File: src/rtl/mem_bus_arbiter_if.sv
// Bus bundle between the cache controllers, the arbiter and the shared memory.
// slave = arbiter side, master = cache/memory side (testbench or wrapper).
interface mem_bus_arbiter_if #(
   parameter int NREQ   = 3,
   parameter int TAG_W  = 2,
   parameter int DATA_W = 2
);
   logic [NREQ-1:0]        req;
   logic [NREQ-1:0]        we_in;
   logic [NREQ*TAG_W-1:0]  tag_in;
   logic [NREQ*DATA_W-1:0] data_in;
   logic [NREQ-1:0]        gnt;
   logic                   done;
   logic [DATA_W-1:0]      rdata;
   logic [TAG_W-1:0]       mem_tag;
   logic [DATA_W-1:0]      mem_data;
   logic                   mem_writeEn;
   logic [DATA_W-1:0]      mem_Q;
   logic                   snoop_valid;
   logic                   snoop_we;
   logic [TAG_W-1:0]       snoop_tag;
   logic [NREQ-1:0]        snoop_src;

   modport slave (
      input  req, we_in, tag_in, data_in, mem_Q,
      output gnt, done, rdata, mem_tag, mem_data, mem_writeEn,
             snoop_valid, snoop_we, snoop_tag, snoop_src
   );

   modport master (
      output req, we_in, tag_in, data_in, mem_Q,
      input  gnt, done, rdata, mem_tag, mem_data, mem_writeEn,
             snoop_valid, snoop_we, snoop_tag, snoop_src
   );
endinterface

File: src/rtl/mem_bus_arbiter.sv
// Round-robin arbiter/sequencer sharing one single-port memory among NREQ caches.
// Optional bus-transaction broadcast for snooping is built when BUS_SNOOP_EN is defined.
module mem_bus_arbiter #(
   parameter int NREQ   = 3,
   parameter int TAG_W  = 2,
   parameter int DATA_W = 2
) (
   input logic              clk,
   input logic              rst,
   mem_bus_arbiter_if.slave bus
);
   localparam int IDX_W = (NREQ > 1) ? $clog2(NREQ) : 1;

   typedef enum logic [1:0] {IDLE, ACCESS, READ, DONE} state_t;

   state_t            state, state_nxt;
   logic [IDX_W-1:0]  last, winner;
   logic              any_req;
   logic              lat_we;
   logic [TAG_W-1:0]  lat_tag;
   logic [DATA_W-1:0] lat_data;
   logic [NREQ-1:0]   gnt_r;
   logic [DATA_W-1:0] rdata_r;

   assign any_req = |bus.req;

   // Search starts one past the previous winner so a cache that keeps req high
   // is served again only after every other pending requester.
   always_comb begin
      int  cand;
      logic found;
      winner = last;
      found  = 1'b0;
      cand   = 0;
      for (int k = 1; k <= NREQ; k++) begin
         cand = int'(last) + k;
         if (cand >= NREQ) cand = cand - NREQ;
         if (!found && bus.req[cand]) begin
            winner = IDX_W'(cand);
            found  = 1'b1;
         end
      end
   end

   always_ff @(posedge clk or posedge rst) begin
      if (rst) state <= IDLE;
      else     state <= state_nxt;
   end

   always_comb begin
      state_nxt = state;
      case (state)
         IDLE:    if (any_req) state_nxt = ACCESS;
         ACCESS:  state_nxt = lat_we ? DONE : READ;
         READ:    state_nxt = DONE;
         DONE:    state_nxt = IDLE;
         default: state_nxt = IDLE;
      endcase
   end

   // Request fields are captured only at grant; later input changes are ignored.
   always_ff @(posedge clk or posedge rst) begin
      if (rst) begin
         last     <= IDX_W'(NREQ - 1);
         lat_we   <= 1'b0;
         lat_tag  <= '0;
         lat_data <= '0;
         gnt_r    <= '0;
         rdata_r  <= '0;
      end else begin
         case (state)
            IDLE: if (any_req) begin
               lat_we   <= bus.we_in[winner];
               lat_tag  <= bus.tag_in[winner*TAG_W +: TAG_W];
               lat_data <= bus.data_in[winner*DATA_W +: DATA_W];
               gnt_r    <= {{(NREQ-1){1'b0}}, 1'b1} << winner;
               last     <= winner;
            end
            READ:    rdata_r <= bus.mem_Q;
            DONE:    gnt_r   <= '0;
            default: ;
         endcase
      end
   end

   assign bus.gnt         = gnt_r;
   assign bus.done        = (state == DONE);
   assign bus.rdata       = rdata_r;
   assign bus.mem_tag     = lat_tag;
   assign bus.mem_data    = lat_data;
   // Decoded from state so an asynchronous reset drops it before the write edge.
   assign bus.mem_writeEn = (state == ACCESS) && lat_we;

`ifdef BUS_SNOOP_EN
   assign bus.snoop_valid = (state == ACCESS);
   assign bus.snoop_we    = (state == ACCESS) && lat_we;
   assign bus.snoop_tag   = (state == ACCESS) ? lat_tag : '0;
   assign bus.snoop_src   = (state == ACCESS) ? gnt_r : '0;
`else
   assign bus.snoop_valid = 1'b0;
   assign bus.snoop_we    = 1'b0;
   assign bus.snoop_tag   = '0;
   assign bus.snoop_src   = '0;
`endif
endmodule

File: src/flat_wrapper.sv
// flat-port wrapper written by rule: the top's interface ports become plain ports
module mem_bus_arbiter_flat 
#(
   parameter int NREQ   = 3,
   parameter int TAG_W  = 2,
   parameter int DATA_W = 2
)
  (clk, rst, bus_req, bus_we_in, bus_tag_in, bus_data_in, bus_mem_Q, bus_gnt, bus_done, bus_rdata, bus_mem_tag, bus_mem_data, bus_mem_writeEn, bus_snoop_valid, bus_snoop_we, bus_snoop_tag, bus_snoop_src);
  mem_bus_arbiter_if #(.NREQ(NREQ), .TAG_W(TAG_W), .DATA_W(DATA_W)) bus_i ();
  input logic clk;
  input logic rst;
  input wire logic [$bits(bus_i.req)-1:0] bus_req;
  input wire logic [$bits(bus_i.we_in)-1:0] bus_we_in;
  input wire logic [$bits(bus_i.tag_in)-1:0] bus_tag_in;
  input wire logic [$bits(bus_i.data_in)-1:0] bus_data_in;
  input wire logic [$bits(bus_i.mem_Q)-1:0] bus_mem_Q;
  output wire logic [$bits(bus_i.gnt)-1:0] bus_gnt;
  output wire logic [$bits(bus_i.done)-1:0] bus_done;
  output wire logic [$bits(bus_i.rdata)-1:0] bus_rdata;
  output wire logic [$bits(bus_i.mem_tag)-1:0] bus_mem_tag;
  output wire logic [$bits(bus_i.mem_data)-1:0] bus_mem_data;
  output wire logic [$bits(bus_i.mem_writeEn)-1:0] bus_mem_writeEn;
  output wire logic [$bits(bus_i.snoop_valid)-1:0] bus_snoop_valid;
  output wire logic [$bits(bus_i.snoop_we)-1:0] bus_snoop_we;
  output wire logic [$bits(bus_i.snoop_tag)-1:0] bus_snoop_tag;
  output wire logic [$bits(bus_i.snoop_src)-1:0] bus_snoop_src;
  assign bus_i.req = bus_req;
  assign bus_i.we_in = bus_we_in;
  assign bus_i.tag_in = bus_tag_in;
  assign bus_i.data_in = bus_data_in;
  assign bus_i.mem_Q = bus_mem_Q;
  assign bus_gnt = bus_i.gnt;
  assign bus_done = bus_i.done;
  assign bus_rdata = bus_i.rdata;
  assign bus_mem_tag = bus_i.mem_tag;
  assign bus_mem_data = bus_i.mem_data;
  assign bus_mem_writeEn = bus_i.mem_writeEn;
  assign bus_snoop_valid = bus_i.snoop_valid;
  assign bus_snoop_we = bus_i.snoop_we;
  assign bus_snoop_tag = bus_i.snoop_tag;
  assign bus_snoop_src = bus_i.snoop_src;
  mem_bus_arbiter #(.NREQ(NREQ), .TAG_W(TAG_W), .DATA_W(DATA_W)) u_core (.clk(clk), .rst(rst), .bus(bus_i));
endmodule
File: config.mk
export PLATFORM = sky130hd
export DESIGN_NAME = mem_bus_arbiter_flat
export DESIGN_NICKNAME = d
export VERILOG_FILES = /design/src/rtl/mem_bus_arbiter_if.sv /design/src/rtl/mem_bus_arbiter.sv /design/src/flat_wrapper.sv
export SDC_FILE = /design/constraint.sdc
export NUM_CORES = 1
export LEC_CHECK = 0
export ABC_CLOCK_PERIOD_IN_PS = 4700
export CORE_MARGIN = 2
export CORE_UTILIZATION = 48
export DETAILED_ROUTE_END_ITERATION = 8
export PLACE_DENSITY = 0.83
export SLEW_MARGIN = 20
export SYNTH_ARGS = -nofsm -noshare
export SYNTH_HDL_FRONTEND = slang
export SYNTH_SLANG_ARGS = --single-unit
File: constraint.sdc
create_clock -name clk -period 4.7 [get_ports clk]
set_input_delay 0.94 -clock clk [delete_from_list [all_inputs] [get_ports clk]]
set_output_delay 0.94 -clock clk [all_outputs]
set_load 0.01 [all_outputs]
; ---- After elaboration in Yosys (flattened, before gate mapping)
; Cells that the tools add are included.
[totals]
ff_bits = 14
latchBits = 0
ramBits = 0
romBits = 0
output_inout_bits = 18
memories = 0
[classes]
add_sub_neg = 6
n_mul = 0
div = 0
n_lt_le_gt_ge = 7
n_eq_ne = 4
n_shift = 3
mux = 24
n_bitwise = 0
reduce_logical = 10
[op_table]
columns = cell, count
row1 = $ge A32 B3 Y1 const B, 3
row2 = $lt A32 B4 Y1 const B, 3
row3 = $mux W32, 3
row4 = $sub A32 B3 Y32 const B, 3
row5 = $shiftx A6 B4 Y2, 2
row6 = $mux W1, 10
row7 = $bmux W1 S2, 4
row8 = $mux W2, 4
row9 = $pmux W2 S4, 1
row10 = $add A2 B2 Y3 const B, 2
row11 = $pmux W3 S2, 1
row12 = $eq A2 B2 Y1 const B, 2
row13 = $reduce_and A2 Y1, 2
row14 = $add A2 B1 Y3 const B, 1
row15 = $logic_and A1 B1 Y1, 3
row16 = $lt A2 B3 Y1 const B, 1
row17 = $mux W3, 1
row18 = $reduce_or A3 Y1, 1
row19 = $shl A1 B2 Y3 const A, 1
row20 = $eq A2 B1 Y1 const B, 1
row21 = $logic_not A1 Y1, 2
row22 = $logic_not A2 Y1, 1
row23 = $ne A2 B1 Y1 const B, 1
row24 = $reduce_bool A2 Y1, 1

; ---- Depth between registers and ports, before layout
[depth]
ltp_word = 16
ltp_mapped = 10

; ---- Least setup slack after synthesis
; Ideal clock, no wire load.
[synth_path]
kind = input port to flip-flop
from = in bus_req[2]
to = reg u_core.lat_data[0] (netlist: u_core.bus.mem_data[0])
setup_ps = 139
arrival_time_ps = 2218
required_ps = 4561
setup_slack_ps = 2343
cell_stages = 6
n_path_buf = 1
path_cell_list = buf_2 -> o31ai_1 -> a41o_1 -> a21oi_1 -> o21ai_1 -> o221ai_1
[synth_between]
elab_chain_len = 11
word_cells_on_any_way = 21
cone_classes = 1 x shift / 14 x mux / 6 x reduce/logical
[synth_lines]
columns = item, line_no
row1 = from (decl), flat_wrapper.sv:12  ; input wire logic [$bits(bus_i.req)-1:0] bus_req;
row2 = $bmux W1 S2, mem_bus_arbiter.sv:38  ; if (!found && bus.req[cand]) begin
row3 = $mux W1 (implied by the code) (2 in a row), mem_bus_arbiter.sv:38
row4 = $mux W1, mem_bus_arbiter.sv:38
row5 = $logic_not A1 Y1, mem_bus_arbiter.sv:38
row6 = $logic_and A1 B1 Y1, mem_bus_arbiter.sv:38
row7 = $mux W1, mem_bus_arbiter.sv:38
row8 = $logic_not A1 Y1, mem_bus_arbiter.sv:38
row9 = $logic_and A1 B1 Y1, mem_bus_arbiter.sv:38
row10 = $mux W2, mem_bus_arbiter.sv:38
row11 = $shiftx A6 B4 Y2, mem_bus_arbiter.sv:75  ; lat_data <= bus.data_in[winner*DATA_W +: DATA_W];
row12 = to (signal assigned), mem_bus_arbiter.sv:75
row13 = to (decl), mem_bus_arbiter.sv:21  ; logic [DATA_W-1:0] lat_data;
; Several ways; a longest one is shown, not always the timed one. The select of a mux whose other input is x is not followed.
; A chain may end at the register's enable or synchronous reset.

; ---- Worst setup path after layout
[layout_path]
from = in bus_req[2]
to = reg u_core.lat_data[1] (netlist: u_core.bus.mem_data[1])
; The elaborated chain is that of the path after synthesis.

==> results_dict.tcl <==
set metrics [dict create \
    run_status "finished clean" \
    grt_usage_pct 20.84 \
    die_y_um 52.52 \
    die-area_um2 2758 \
    clock-skew-final_ns 0.007999 \
    yosys_warnings 0 \
    synth-edff-count 0 \
    tritoncts_num_sinks 14 \
    post_synthesis_instance_area_um2 1130 \
    design_area_um2 1440 \
    ys_seq_elements 14 \
    post_drt_wl_per_cell_um 13.93 \
    worst_hold_slack_ns 0.5112 \
    final_hpwl_dp_um 1992 \
    pin_count_of_the_biggest_net_entering_global_routing 16 \
    rows 17 \
    overflow_left_after_global_routing 0 \
    worst_skew_pair_latency_ns 0.28 \
    first_global_vias 972 \
    setup_ws_ns 1.839 \
    placedCellCount 174 \
    setup_total_negative_slack_ns 0 \
    synth_ff_type "dfrtp_1" \
    path_clk_slew_ns 0.10 \
    final_period_utilization_pct 60.87 \
    wire_length_of_the_first_global_routing_pass_um 4271 \
    synth_seq_area_share_pct 31.12 \
    antenna_found_initial 0 \
    layout-drive-gt1-share_pct 8.667 \
    maxSlewViolCount 0 \
    slew-limit-headroom_pct 30.74 \
    arrival_ns 3.01 \
    crit_path_buffers_inverters 1 \
    path_class "in -> reg" \
    via_per_inst 5.360 \
    cp_max_fo 9 \
    crit_family "compound AO/OA/AOI/OAI gates" \
    cts_bufs_inserted 3 \
    routabilityCongestion 0.8157 \
    max_clock_freq_mhz 349.5 \
    critical-path-slowest-cell "o31ai_1" \
    clock_tree.htree_level_count 1 \
    min-delay-path-class "reg -> reg" \
    drt-initial-drc-count 28 \
    crit_path_cell_trace "clkdlybuf4s50_1 -> o31ai_1 -> a41o_1 -> a21oi_1 -> o21ai_1 -> o221ai_1" \
    ctsRootBufferMaster "clkbuf_4" \
    syn_area_per_cell_um2 9.337 \
    cts_hold_buf 0 \
    postSynthCellCount 121 \
    p_per_area_nw_per_um2 667.9 \
    layout.cells.most_common "clkdlybuf4s50_1" \
    detailed_route_wl_um 2480 \
    boundaryPins 40 \
    synth-async-reset-ratio_pct 100.0 \
    timing.max_cap.violations 0 \
    leakage_power_of_the_design_nw 0.6515 \
    drt_pass_1_iters 4 \
    overall_power_consumption_mw 0.9618 \
    finalCriticalPeriod_ns 2.861 \
    tritoncts "done" \
    worst_pin_slew_ns 1.030 \
    filler_cell_count 192 \
    cts_resized 0 \
    postPlaceCellArea_um2 1404 \
    critical_path_required_ns 4.85 \
    antenna_violating_nets_post_route 0 \
    timing_hold_violations_final 0 \
    chipWidth_um 52.52 \
    diodes 0 \
    core_area_um2 2212 \
    floorplan.initialDensity_pct 51.07 \
    rsz_0062_raised_after_global_routing "no" \
    startpoint_kind_of_the_worst_setup_timing_path "input port" \
    place_worst_setup_slack_ns 1.577 \
    final_cell_mix "clkdlybuf4s50_1, nand2_1, dfrtp_1" \
    end_kind "flop" \
    nets 182 \
    cts_post_setup_buffers_inserted 0 \
    cts_max_path_buffers 2 \
    buffer_ports.inserted 32 \
    final_cell_count_no_fill 178 \
    final_core_util_pct 65.10 \
    num_vias 954 \
    timing.final.setup_violations 0 \
    synth.lib_cells_used.distinct 36 \
    critical-path-max-stage-delay_ns 0.92 \
    worst_ir_drop_vdd_mv 0.3674 \
    drcViolationCount 0 \
    syn2layout_area_growth_pct 27.46 \
]
[path summary, 6_finish.rpt]
check	endpoint	from	cells past startpoint	slack [ns]
worst min-delay path	u_core.lat_we$_DFFE_PP0P_	u_core.lat_we$_DFFE_PP0P_	2	0.51
worst min register to register	u_core.lat_we$_DFFE_PP0P_	u_core.lat_we$_DFFE_PP0P_	2	0.51
worst max-delay path	u_core.bus.mem_data[1]$_DFFE_PP0P_	bus_req[2]	6	1.84
max in group asynchronous	u_core.last[1]$_DFFE_PP1P_	rst	2	3.35
min in group asynchronous	u_core.bus.rdata[0]$_DFFE_PP0N_	rst	2	0.98
worst max register to register	u_core.bus.mem_data[1]$_DFFE_PP0P_	u_core.last[1]$_DFFE_PP1P_	7	1.96
[power breakdown]
group	internal (mW)	switching [mW]
Sequential	0.182	0.0433
Clock	0.0471	0.0424
Combinational	0.302	0.345
[worst reg2reg max path, delay by kind of cell, from the launching register on]
kind | cells | cell delay (ns)
flip-flops | 1 | 0.55
AO/OA/AOI/OAI | 3 | 0.71
AND/OR/NAND/NOR | 1 | 0.32
adder cells (fa/ha/maj) | 1 | 0.61
multiplexers | 1 | 0.31
buffers and inverters | 1 | 0.11
[synth_stat cells (2+ instances only)]
cell type | n | area (um2)
ha_1 | 9 | 112.6
nor2b_1 | 2 | 12.51
and2_1 | 2 | 12.51
o21a_1 | 2 | 15.01
nor2_1 | 4 | 15.01
nor3_1 | 2 | 10.01
buf_6 | 3 | 33.78
o221ai_1 | 6 | 52.55
nand2_1 | 13 | 48.80
inv_1 | 11 | 41.29
buf_2 | 2 | 10.01
o21ai_1 | 3 | 15.01
o21ai_0 | 6 | 30.03
buf_4 | 8 | 60.06
dfrtp_1 | 13 | 325.3
a21oi_1 | 5 | 25.02
nand3_1 | 2 | 10.01
mux2_2 | 3 | 33.78
mux2i_1 | 8 | 80.08
[flip-flops by register name, summed over array words and instances, names as in the netlist]
signal / count
u_core.bus.rdata: 2
u_core.lat_we: 1
u_core.state: 2
u_core.bus.mem_data: 2
u_core.bus.gnt: 3
u_core.bus.mem_tag: 2
u_core.last: 2
[kinds of logic (layout without fill, tap and decap cells)]
logic type | Yosys count | count (layout) | synth area share, %
compound gates | 30 | 30 | 20.04
fa+ha+maj | 9 | 9 | 9.967
buf+inv | 24 | 47 | 12.85
flops | 14 | 14 | 31.12
mux | 12 | 12 | 11.41
other cells | 1 | 7 | 0.3319
simple gates | 31 | 31 | 14.29
[final cells by class]
class / count / area [um2] / share of cell area (%)
sequential: 14 / 351.6 / 24.41
multi-input combinational: 89 / 655.6 / 45.53
tap: 28 / 35.03 / 2.433
timing repair buffer: 32 / 320.3 / 22.24
inverter: 11 / 41.29 / 2.867
clock buffer: 4 / 36.28 / 2.520
[per-layer routing]
layer,share of wire [%],global-route usage (%),vias up
met5,0,0,-
met2,49,36.88,37
met4,0.56,6.410,0
met1,44,25.04,445
li1,-,-,470
met3,6.2,4.286,2
Power figures use the tool's default switching activity.
